--- src/rtl/pcl_pkg.sv ---
// Shared types for the 65c02 program-counter low byte.
// States of the branch-fixup FSM and the pending PCH adjustment.
package pcl_pkg;

  typedef enum logic {
    PCL_IDLE,
    PCL_FIXUP
  } pcl_state_t;

  typedef enum logic [1:0] {
    PEND_NONE,
    PEND_CARRY,
    PEND_BORROW
  } pcl_pend_t;

  localparam int PCL_W = 8;

endpackage

--- src/rtl/pcl_branch_adder.sv ---
// Relative-branch adder for PCL.
// Flags a page crossing in either direction.
module pcl_branch_adder
  import pcl_pkg::*;
(
  input  logic [PCL_W-1:0] pcl,
  input  logic [PCL_W-1:0] offset,
  output logic [PCL_W-1:0] sum,
  output logic             carry_pend,
  output logic             borrow_pend
);

  logic [PCL_W:0] sum9;

  // Unsigned 9-bit add; bit 8 tells us the page outcome
  always_comb begin
    sum9        = {1'b0, pcl} + {1'b0, offset};
    sum         = sum9[PCL_W-1:0];
    carry_pend  = !offset[PCL_W-1] && sum9[PCL_W];
    borrow_pend = offset[PCL_W-1] && !sum9[PCL_W];
  end

endmodule

--- src/rtl/pcl_unit.sv ---
// 65c02 PCL register, PCH carry/borrow producer, branch fixup stall.
// Optional opcode-address shadow enabled by macro PCL_SHADOW_EN.
module pcl_unit
  import pcl_pkg::*;
#(
  parameter logic [7:0] RESET_PCL = 8'h00
) (
  input  logic       clk,
  input  logic       reset_n,
  input  logic       pcl_load,
  input  logic [7:0] db_in,
  input  logic       adl_load,
  input  logic [7:0] adl_in,
  input  logic       branch_take,
  input  logic [7:0] branch_offset,
  input  logic       pcl_inc,
  input  logic       sync,
  output logic [7:0] db_out,
  output logic [7:0] address_low_out,
  output logic       carry_to_pch,
  output logic       borrow_to_pch,
  output logic       fixup_busy,
  output logic [7:0] pcl_shadow
);

  pcl_state_t state, state_next;
  pcl_pend_t  pend_next;
  logic [7:0] pcl, pcl_next;
  logic [7:0] br_sum;
  logic       br_carry, br_borrow;
  logic       carry_q, borrow_q;

  pcl_branch_adder u_adder (
    .pcl         (pcl),
    .offset      (branch_offset),
    .sum         (br_sum),
    .carry_pend  (br_carry),
    .borrow_pend (br_borrow)
  );

  // Next PCL, next state and the pulse to issue next cycle
  always_comb begin
    state_next = PCL_IDLE;
    pend_next  = PEND_NONE;
    pcl_next   = pcl;
    if (pcl_load) begin
      pcl_next = db_in;
    end else if (adl_load) begin
      pcl_next = adl_in;
    end else if (state == PCL_IDLE && branch_take) begin
      pcl_next = br_sum;
      if (br_carry) begin
        pend_next  = PEND_CARRY;
        state_next = PCL_FIXUP;
      end else if (br_borrow) begin
        pend_next  = PEND_BORROW;
        state_next = PCL_FIXUP;
      end
    end else if (state == PCL_IDLE && pcl_inc) begin
      pcl_next = pcl + 8'd1;
      if (pcl == 8'hFF) pend_next = PEND_CARRY;
    end
  end

  // State, PCL and registered one-cycle PCH pulses
  always_ff @(posedge clk) begin
    if (!reset_n) begin
      state    <= PCL_IDLE;
      pcl      <= RESET_PCL;
      carry_q  <= 1'b0;
      borrow_q <= 1'b0;
    end else begin
      state    <= state_next;
      pcl      <= pcl_next;
      carry_q  <= (pend_next == PEND_CARRY);
      borrow_q <= (pend_next == PEND_BORROW);
    end
  end

  assign db_out          = pcl;
  assign address_low_out = pcl;
  assign carry_to_pch    = carry_q;
  assign borrow_to_pch   = borrow_q;
  assign fixup_busy      = (state == PCL_FIXUP);

`ifdef PCL_SHADOW_EN
  logic [7:0] shadow_q;

  // Capture opcode address low byte on fetch cycles
  always_ff @(posedge clk) begin
    if (!reset_n) shadow_q <= RESET_PCL;
    else if (sync) shadow_q <= pcl;
  end

  assign pcl_shadow = shadow_q;
`else
  logic unused_sync;
  assign unused_sync = sync;
  assign pcl_shadow  = 8'h00;
`endif

endmodule

--- config.mk ---
export PLATFORM = sky130hd
export DESIGN_NAME = pcl_unit
export DESIGN_NICKNAME = d
export VERILOG_FILES = /design/src/rtl/pcl_pkg.sv /design/src/rtl/pcl_branch_adder.sv /design/src/rtl/pcl_unit.sv
export SDC_FILE = /design/constraint.sdc
export NUM_CORES = 1
export LEC_CHECK = 0
export ABC_AREA = 1
export BUFFER_PORTS_ARGS = -buffer_cell sky130_fd_sc_hd__buf_2
export CORE_MARGIN = 3
export CORE_UTILIZATION = 35
export DETAILED_ROUTE_END_ITERATION = 10
export HOLD_SLACK_MARGIN = 0.03
export PLACE_DENSITY = 0.74
export SLEW_MARGIN = 25
export SYNTH_ARGS = -nofsm -noshare
export SYNTH_HDL_FRONTEND = slang
export SYNTH_HIERARCHICAL = 1
export SYNTH_SLANG_ARGS = --single-unit
--- constraint.sdc ---
create_clock -name clk -period 2.7 [get_ports clk]
set_input_delay 0.54 -clock clk [delete_from_list [all_inputs] [get_ports clk]]
set_output_delay 0.54 -clock clk [all_outputs]
set_load 0.01 [all_outputs]
* After elaboration in Yosys (flattened, before gate mapping)
Cells that the tools add are included.
** Word-level totals
- Word-level logic and storage cells :: 33
- Memories kept :: 0
- Memory bits (writable) :: 0
- Output and inout bits :: 27
- Bits in registers :: 11
- Input port bits :: 31
- Memory bits (read-only) :: 0
- Latch bits :: 0
** Cells by class
- Muxes and demuxes :: 13
- Multipliers :: 0
- $add $sub $neg :: 2
- $lt $le $gt $ge :: 0
- Divide/modulo/power cells :: 0
- Eq/ne operators :: 3
- Bitwise operators :: 3
- Shift operators :: 0
- Reductions and logical operators :: 8
** Operators by type and width (number)
- 8-bit 2-to-1 mux :: 4
- 2-bit 2-to-1 mux :: 5
- 8-bit by 8-bit adder with 9-bit output :: 1
- 8-bit by 1-bit adder with 8-bit output (second input constant) :: 1
- 8-bit equality test (second input constant) :: 1
- 1-bit logical AND :: 4
- 1-bit 2-to-1 mux :: 4
- 4-bit nonzero test :: 1
- 4-bit OR reduction :: 1
- 1-bit inverter :: 3
- 2-bit by 1-bit equality test with 1-bit output (second input constant) :: 1
- 2-bit equality test (second input constant) :: 1
- 1-bit logical NOT :: 2

* Longest topological paths before layout
Gate-level depths: netlist (run 1).
- Depth in word-level cells :: 9
- Depth in mapped cells :: 14
- Gate-level depth less buffers :: 14

* By module
The synthesis (run 1) kept the hierarchy.
** By module, submodules not included
- pcl_unit :: times used 1, seq. area each 220.2 µm², area an instance 918.4 µm², cells each 136
- pcl_branch_adder :: times used 1, seq. area each 0.0 µm², area an instance 415.4 µm², cells each 75

* Least setup slack after synthesis (run 1)
No wires, ideal clock.
- Path type :: flip-flop to flip-flop
- From :: register pcl[0], in the netlist address_low_out[0]
- To :: register pcl[6], in the netlist address_low_out[6]
- Setup time :: 119 ps
- Data required time :: 2581 ps
- Path slack :: 811 ps
- Clock period less this slack :: 1889 ps
- Stages on the path, launching flop included :: 14
- Data arrival time :: 1770 ps
- Buffers on the path :: 0
- Path through :: dfxtp_1 -> ha_1 -> inv_1 -> fa_1 -> inv_1 -> nand2_1 -> nand2_2 -> nand3_1 -> nand3_1 -> nand2_1 -> nand2_1 -> nand3_1 -> o21ai_1 -> a21oi_1
** On the way
- Elaborated cells on any way between the ends :: 6
- Those cells by class :: add/sub (2); mux (4)
** RTL lines
- start: declaration :: RTL line pcl_unit.sv:28 : logic [7:0] pcl, pcl_next;
- start signal: assignment :: RTL line pcl_unit.sv:74 : pcl <= pcl_next;
- 8-bit by 8-bit adder with 9-bit output :: RTL line pcl_branch_adder.sv:17 : sum9 = {1'b0, pcl} + {1'b0, offset};
- via br_sum[6] :: RTL line pcl_unit.sv:29 : logic [7:0] br_sum;
- 8-bit 2-to-1 mux :: RTL line pcl_unit.sv:50 : end else if (state == PCL_IDLE && branch_take) begin
- 8-bit 2-to-1 mux :: RTL line pcl_unit.sv:48 : end else if (adl_load) begin
- 8-bit 2-to-1 mux :: RTL line pcl_unit.sv:46 : if (pcl_load) begin
The timed path passes the listed nets, and every way through them passes these cells. The select of a mux whose other input is x is not followed.
A chain may end at the register's enable or synchronous reset.

* Worst setup path in the final report (run 1)
- From :: register pcl[0], in the netlist address_low_out[0]
- To :: register state, in the netlist fixup_busy
** On the way
- Elaborated cells on any way between the ends :: 6
- Those cells by class :: add/sub (1); mux (2); reduce/logical (3)
** RTL lines
- 8-bit by 8-bit adder with 9-bit output :: RTL line pcl_branch_adder.sv:17
- 1-bit logical AND :: RTL line pcl_branch_adder.sv:19 : carry_pend = !offset[PCL_W-1] && sum9[PCL_W];
- via br_carry :: RTL line pcl_unit.sv:30 : logic br_carry, br_borrow;
- 1-bit 2-to-1 mux :: RTL line pcl_unit.sv:52 : if (br_carry) begin
- end signal: assignment :: RTL line pcl_unit.sv:73 : state <= state_next;
- end: declaration :: RTL line pcl_unit.sv:26 : pcl_state_t state, state_next;
The timed path passes the listed nets, and every way through them passes these cells.

==> results of run 1 <==
-- kinds of logic after synthesis --
kind of cell,after synthesis,share of synthesized area (%)
XOR/XNOR,5,3.28
AO/OA/AOI/OAI,37,16.7
adder cells (fa/ha/maj),10,9.94
buffers and inverters,51,20.3
other,1,0.281
AND/OR/NAND/NOR,96,33.0
flip-flops,11,16.5
-- final timing paths --
kind / startpoint / end / slack [ps] / depth (start not counted)
max: address_low_out[0] / fixup_busy / 580 / 10
min: db_in[2] / address_low_out[2] / 590 / 3
min reg2reg: address_low_out[6] / address_low_out[6] / 590 / 2
max reg2reg: address_low_out[0] / fixup_busy / 580 / 10
-- report_power, final --
group          switching, mW  leakage [nW]  total, mW  internal (mW)
clock network         0.0591        0.0228      0.163          0.103
logic                  0.141         0.720      0.243          0.102
registers             0.0217        0.0909      0.196          0.174
-- metal layers --
metal  part of all wire [%]  vias to the layer above
met5                      0                        -
met4                      0                        0
met3                    6.4                        0
met2                     48                       42
met1                     46                      628
li1                       -                      742
-- sequential cells by signal, summed over array words and instances (netlist names) --
name / count
address_low_out: 8
borrow_to_pch: 1
carry_to_pch: 1
fixup_busy: 1
-- stage by stage --
step / power [mW] / area [um^2]
CTS: 0.608 / 1560
detailed placement: 0.444 / 1520
finish: 0.601 / 1560
global route: 0.653 / 1560
floorplan: 0.386 / 1360
global placement: 0.437 / 1520
-- final cells by class --
class                   count  share of cell area (%)
well taps                  46                    3.69
flip-flops and latches     11                    14.1
repair buffers             49                    15.9
clock buffers               4                    2.89
multi-input cells         156                    55.7
inverters                  32                    7.70
-- worst register-to-register path: stages, from the launching register on --
cell	delay, ps
dfxtp_1	480
ha_1	230
inv_1	60
fa_1	390
inv_1	70
nand2_1	50
nand2_2	80
nand3_1	90
a21oi_1	260
o21ai_0	140
nor3_1	170
-- placed cells by master (no fill, tap or decap), types with 4 or more instances in the layout --
cell	count
ha_1	9
buf_2	48
o21ai_0	4
inv_2	7
nand3_1	13
dfxtp_1	11
nor2_1	12
nand2_1	52
xnor2_1	4
inv_1	25
o21ai_1	11
a21oi_1	14
conb_1	8
==> impl_results.md, run 1 <==
- Setup CP Type: register to register
- Met2 Use GR: 26.6%
- Maximum buffer depth of the clock tree: 2
- Fill cells: 393
- Vias: 1412
- Met3 Use GR: 3.49%
- I/O pins: 58
- Worst-Skew Late Latency: 240 ps
- Grt met1 use: 18.4%
- Area delta synth->final: 17.0%
- Leading area contributor after synthesis: dfxtp_1
- Min-delay worst type: input pin to register
- Total grt overflow: 0
- # Post-CTS Setup Buffers: 0
- Port Buf Inserts: 48
- Dpl cells: 294
- Vias/cell: 4.74
- Initial DRC count: 62
- Sequential cell area: 220 um^2
- Fin Setup TNS: 0 ps
- GRT Total Usage: 15.0%
- CP max stage cell: dfxtp_1
- Post-synth top area share: 16.5%
- # diodes: 0
- Syn Inst Count: 211
- Synth cell types: 31
- Hold Fails Final Rpt: 0
- Hold buffer count at CTS: 0
- Fin. max-slew vios: 0
- Max Cap Viol: 0
- Min Hold Slack: 587 ps
- Synth top cells by count: nand2_1, inv_1, buf_4, a21oi_1, nand3_1
- Max VDD drop: 231 uV
- Worst Skew: 2.82 ps
- Final min period: 2120 ps
- DPL Wire Length: 2.70 mm
- YS warnings: 6
- Ys async rst share: 0%
- Die area: 0.00459 mm^2
- Sequential share of the synthesized area: 16.5%
- Synth Flop Type: dfxtp_1
- Syn_area_per_cell: 6.32 um^2
- Crit path launch type: register
- CP endpoint kind: register
- Fmax: 472 MHz
- Synth area leaders: dfxtp_1, nand2_1, buf_4
- Core Footprint: 0.00349 mm^2
- Most frequent CP cell: inv_1
- Post_cts resized: 0
- Share of cells above drive strength 1: 28.6%
- Number of synthesized register bits: 11
- Wire length per cell: 11.1 um
- First-pass GRT wire length: 5.20 mm
- Final Util: 44.6%
- CTS Buf Count: 3
- Die Ht: 67.7 um
- Multi-input gate area: 870 um^2
- Residual DRC count: 0
- Pwr Density: 386 mW/mm^2
- Data arrival time of the worst path: 2260 ps
- Status: completed
- WP data required: 2850 ps
- Final Setup Violations: 0
- Final Non-Filler Cells: 298
- GRT Max-Usage Layer: met2
- Die span in x: 67.7 um
- Total Nets Final: 294
- Post-synth EDFFs: 0
- Dpl ws: 537 ps
- Tcrit/Tclk final: 78.5%
- Gpl congestion: 0.793
- Initial core utilization: 38.2%
- Static Leak: 0.834 nW
- CTS sink cnt: 11
- Largest net degree at the start of global routing: 19
- TritonCTS clock tree: done
- Drt pass-1 iters: 4
- CP top delay family: adder cells
- Initial antenna violation count: 0
- CP max stage delay: 480 ps
- Clock slew at reported path FFs: 50 ps
- RSZ-0062 raised after global routing: no
- Crit path cell chain: ha_1 -> inv_1 -> fa_1 -> inv_1 -> nand2_1 -> nand2_2 -> nand3_1 -> a21oi_1 -> o21ai_0 -> nor3_1
- H-tree depth: 1
- CP Max Fanout: 8
- Top-count cell post-synth: nand2_1
- Post-Syn Area: 0.00133 mm^2
- Vias in the first global route: 1206
- Total Wirelength: 3.30 mm
- Clock Root Buffer: clkbuf_8
- Post-route setup slack: 582 ps
- Buf/Inv on CP: 2
- # rows: 21
- Post-route ant nets: 0
Power figures use the tool's default switching activity.
==> run 2, diff against run 1 <==
PLACE_DENSITY = 0.76   (was 0.74)
clock period = 1.9 ns   (was 2.7 ns; I/O delays follow)
==> run 2 against run 1 <==
Die area unchanged. Critical path depth is 3 higher. Global-route usage increased by 0.32 points. Worst hold slack lost 170 ps. Final cell count up 4.4%. Combinational power up 67%. Sequential power grew 33%. Largest power group unchanged.
==> impl_results.md, run 2 (synthesis results as in run 1) <==
- H-tree depth: 1 (unchanged)
- Share of cells above drive strength 1: 33.2% (+4.6 points)
- Min-delay worst type: input pin to register
- CP endpoint kind: register
- Initial core utilization: 38.2% (unchanged)
- CP Max Fanout: 3 (-5)
- Worst reg2reg path depth: 13 (+3)
- Reg2Reg Setup Slack: 130 ps (-450 ps)
- Initial DRC count: 75 (+21%)
- Maximum buffer depth of the clock tree: 2 (unchanged)
- Total Nets Final: 307 (+4.4%)
- WP data required: 2030 ps (-820 ps)
- Sequential cell area: 220 um^2 (unchanged)
- Die Ht: 67.7 um (unchanged)
- Status: completed
- I/O pins: 58 (unchanged)
- Min Hold Slack: 415 ps (-172 ps)
- Crit path launch: address_low_out[0]
- Port Buf Inserts: 48 (unchanged)
- CTS Buf Count: 3 (unchanged)
- Multi-input gate area: 881 um^2 (+1.3%)
- Worst-Skew Late Latency: 250 ps (about the same)
- Post-route setup slack: 129 ps (-452 ps)
- Die span in x: 67.7 um (unchanged)
- Pwr Density: 550 mW/mm^2 (+43%)
- # rows: 21 (unchanged)
- # diodes: 0 (unchanged)
- Fin Setup TNS: 0 ps (unchanged)
- Most frequent cells in the layout: nand2_1, buf_2, inv_1, buf_4
- Metal3 WL: 227 um (+6.6%)
- # Post-CTS Setup Buffers: 0 (unchanged)
- RSZ-0062 raised after global routing: no
- Worst Setup EP: address_low_out[6]
- Gpl congestion: 0.851 (+7.4%)
- Total grt overflow: 0 (unchanged)
- Placed Area: 0.00161 mm^2 (+6.4%)
- Wire length per cell: 11.1 um (-0.24%)
- DRT met1 WL: 1.50 mm (-0.60%)
- CTS sink cnt: 11 (unchanged)
- GRT Total Usage: 15.3% (+0.32 points)
- Hold Fails Final Rpt: 0 (unchanged)
- Core Footprint: 0.00349 mm^2 (unchanged)
- Largest register FFs: 8 (unchanged)
- Vias: 1475 (+4.5%)
- Clock slew at reported path FFs: 60 ps (about the same)
- Data arrival time of the worst path: 1900 ps (-360 ps)
- Dpl ws: -45.9 ps (-583 ps)
- Crit path launch type: register
- Max Cap Viol: 0 (unchanged)
- Fill cells: 372 (-5.3%)
- Setup CP Type: register to register
- Top routing layer used: met4
- Fmax: 565 MHz (+20%)
- Residual DRC count: 0 (unchanged)
- Met2 routed WL: 1.67 mm (+5.6%)
- Fin. max-slew vios: 0 (unchanged)
- Tcrit/Tclk final: 93.2% (+15 points)
- Vias in the first global route: 1294 (+7.3%)
- Die area: 0.00459 mm^2 (unchanged)
- Post-route ant nets: 0 (unchanged)
- TritonCTS clock tree: done
- Final min period: 1770 ps (-348 ps)
- Worst Skew: 6.24 ps (+3.42 ps)
- Final Setup Violations: 0 (unchanged)
- Max VDD drop: 300 uV (+30%)
- DPL Wire Length: 2.83 mm (+4.8%)
- Commonest non-fill, non-tap cell in the layout: nand2_1
- Vias/cell: 4.74 (about the same)
- Post-route cell area: 0.00167 mm^2 (+7.0%)
- First-pass GRT wire length: 5.33 mm (+2.5%)
- Initial antenna violation count: 0 (unchanged)
- Area delta synth->final: 25.1%
- Worst R2R Start: address_low_out[0]
- Drt pass-1 iters: 7 (+3)
- Worst R2R End: address_low_out[6]
- Largest net degree at the start of global routing: 18 (-1)
- Static Leak: 0.898 nW (+7.7%)
- Total Wirelength: 3.44 mm (+4.1%)
- Clock Root Buffer: clkbuf_8
[run 2: layout make-up]
class	count	area share (%)
inverters	32	7.20
flip-flops and latches	11	13.2
repair buffers	62	20.7
clock buffers	4	2.70
multi-input cells	156	52.8
well taps	46	3.45
[run 2: worst max-delay path: stages, from the launching register on]
cell,delay (ps)
dfxtp_1,330
ha_1,170
inv_1,60
fa_2,340
inv_1,60
nand2_1,50
nand2_2,80
nand3_1,90
nand3_1,80
nand2_1,50
nand2_1,60
nand3_1,70
o21ai_1,140
a21oi_1,70
[run 2: how the worst min path moves through the flow]
stage                             from                 end  slack, ps  depth (start not counted)
floorplan                      reset_n          fixup_busy        520                          2
global placement    address_low_out[7]  address_low_out[7]        590                          2
detailed placement  address_low_out[7]  address_low_out[7]        610                          2
CTS                           db_in[2]  address_low_out[2]        410                          3
global route                  db_in[2]  address_low_out[2]        450                          3
finish                        db_in[2]  address_low_out[2]        420                          3
[run 2: per-layer routing]
| layer | up-vias | GRT usage (%) |
|---|---|---|
| li1 | 769 | - |
| met1 | 649 | 17.8 |
| met2 | 51 | 27.5 |
| met3 | 6 | 3.99 |
| met4 | 0 | 4.05 |
| met5 | - | 0 |
[run 2: per-stage QoR]
stage / power, mW / cells / util (%)
after detailed placement: 0.669 / 307 / 46.2
after CTS: 0.917 / 311 / 47.4
after floorplan: 0.549 / 218 / -
after global placement: 0.661 / 307 / 46.2
after global routing: 0.980 / 311 / 47.8
final: 0.918 / 311 / 47.8
[run 2: power breakdown]
| group | switching [mW] | leakage, nW | internal (mW) |
|---|---|---|---|
| Combinational | 0.229 | 0.785 | 0.179 |
| Sequential | 0.0132 | 0.0909 | 0.247 |
| Clock | 0.102 | 0.0228 | 0.148 |
[run 2: timing repair]
item	4_1_cts	5_1_grt
setup endpoints to repair	0	5
hold buffers	0	0
gates resized for setup	0	5
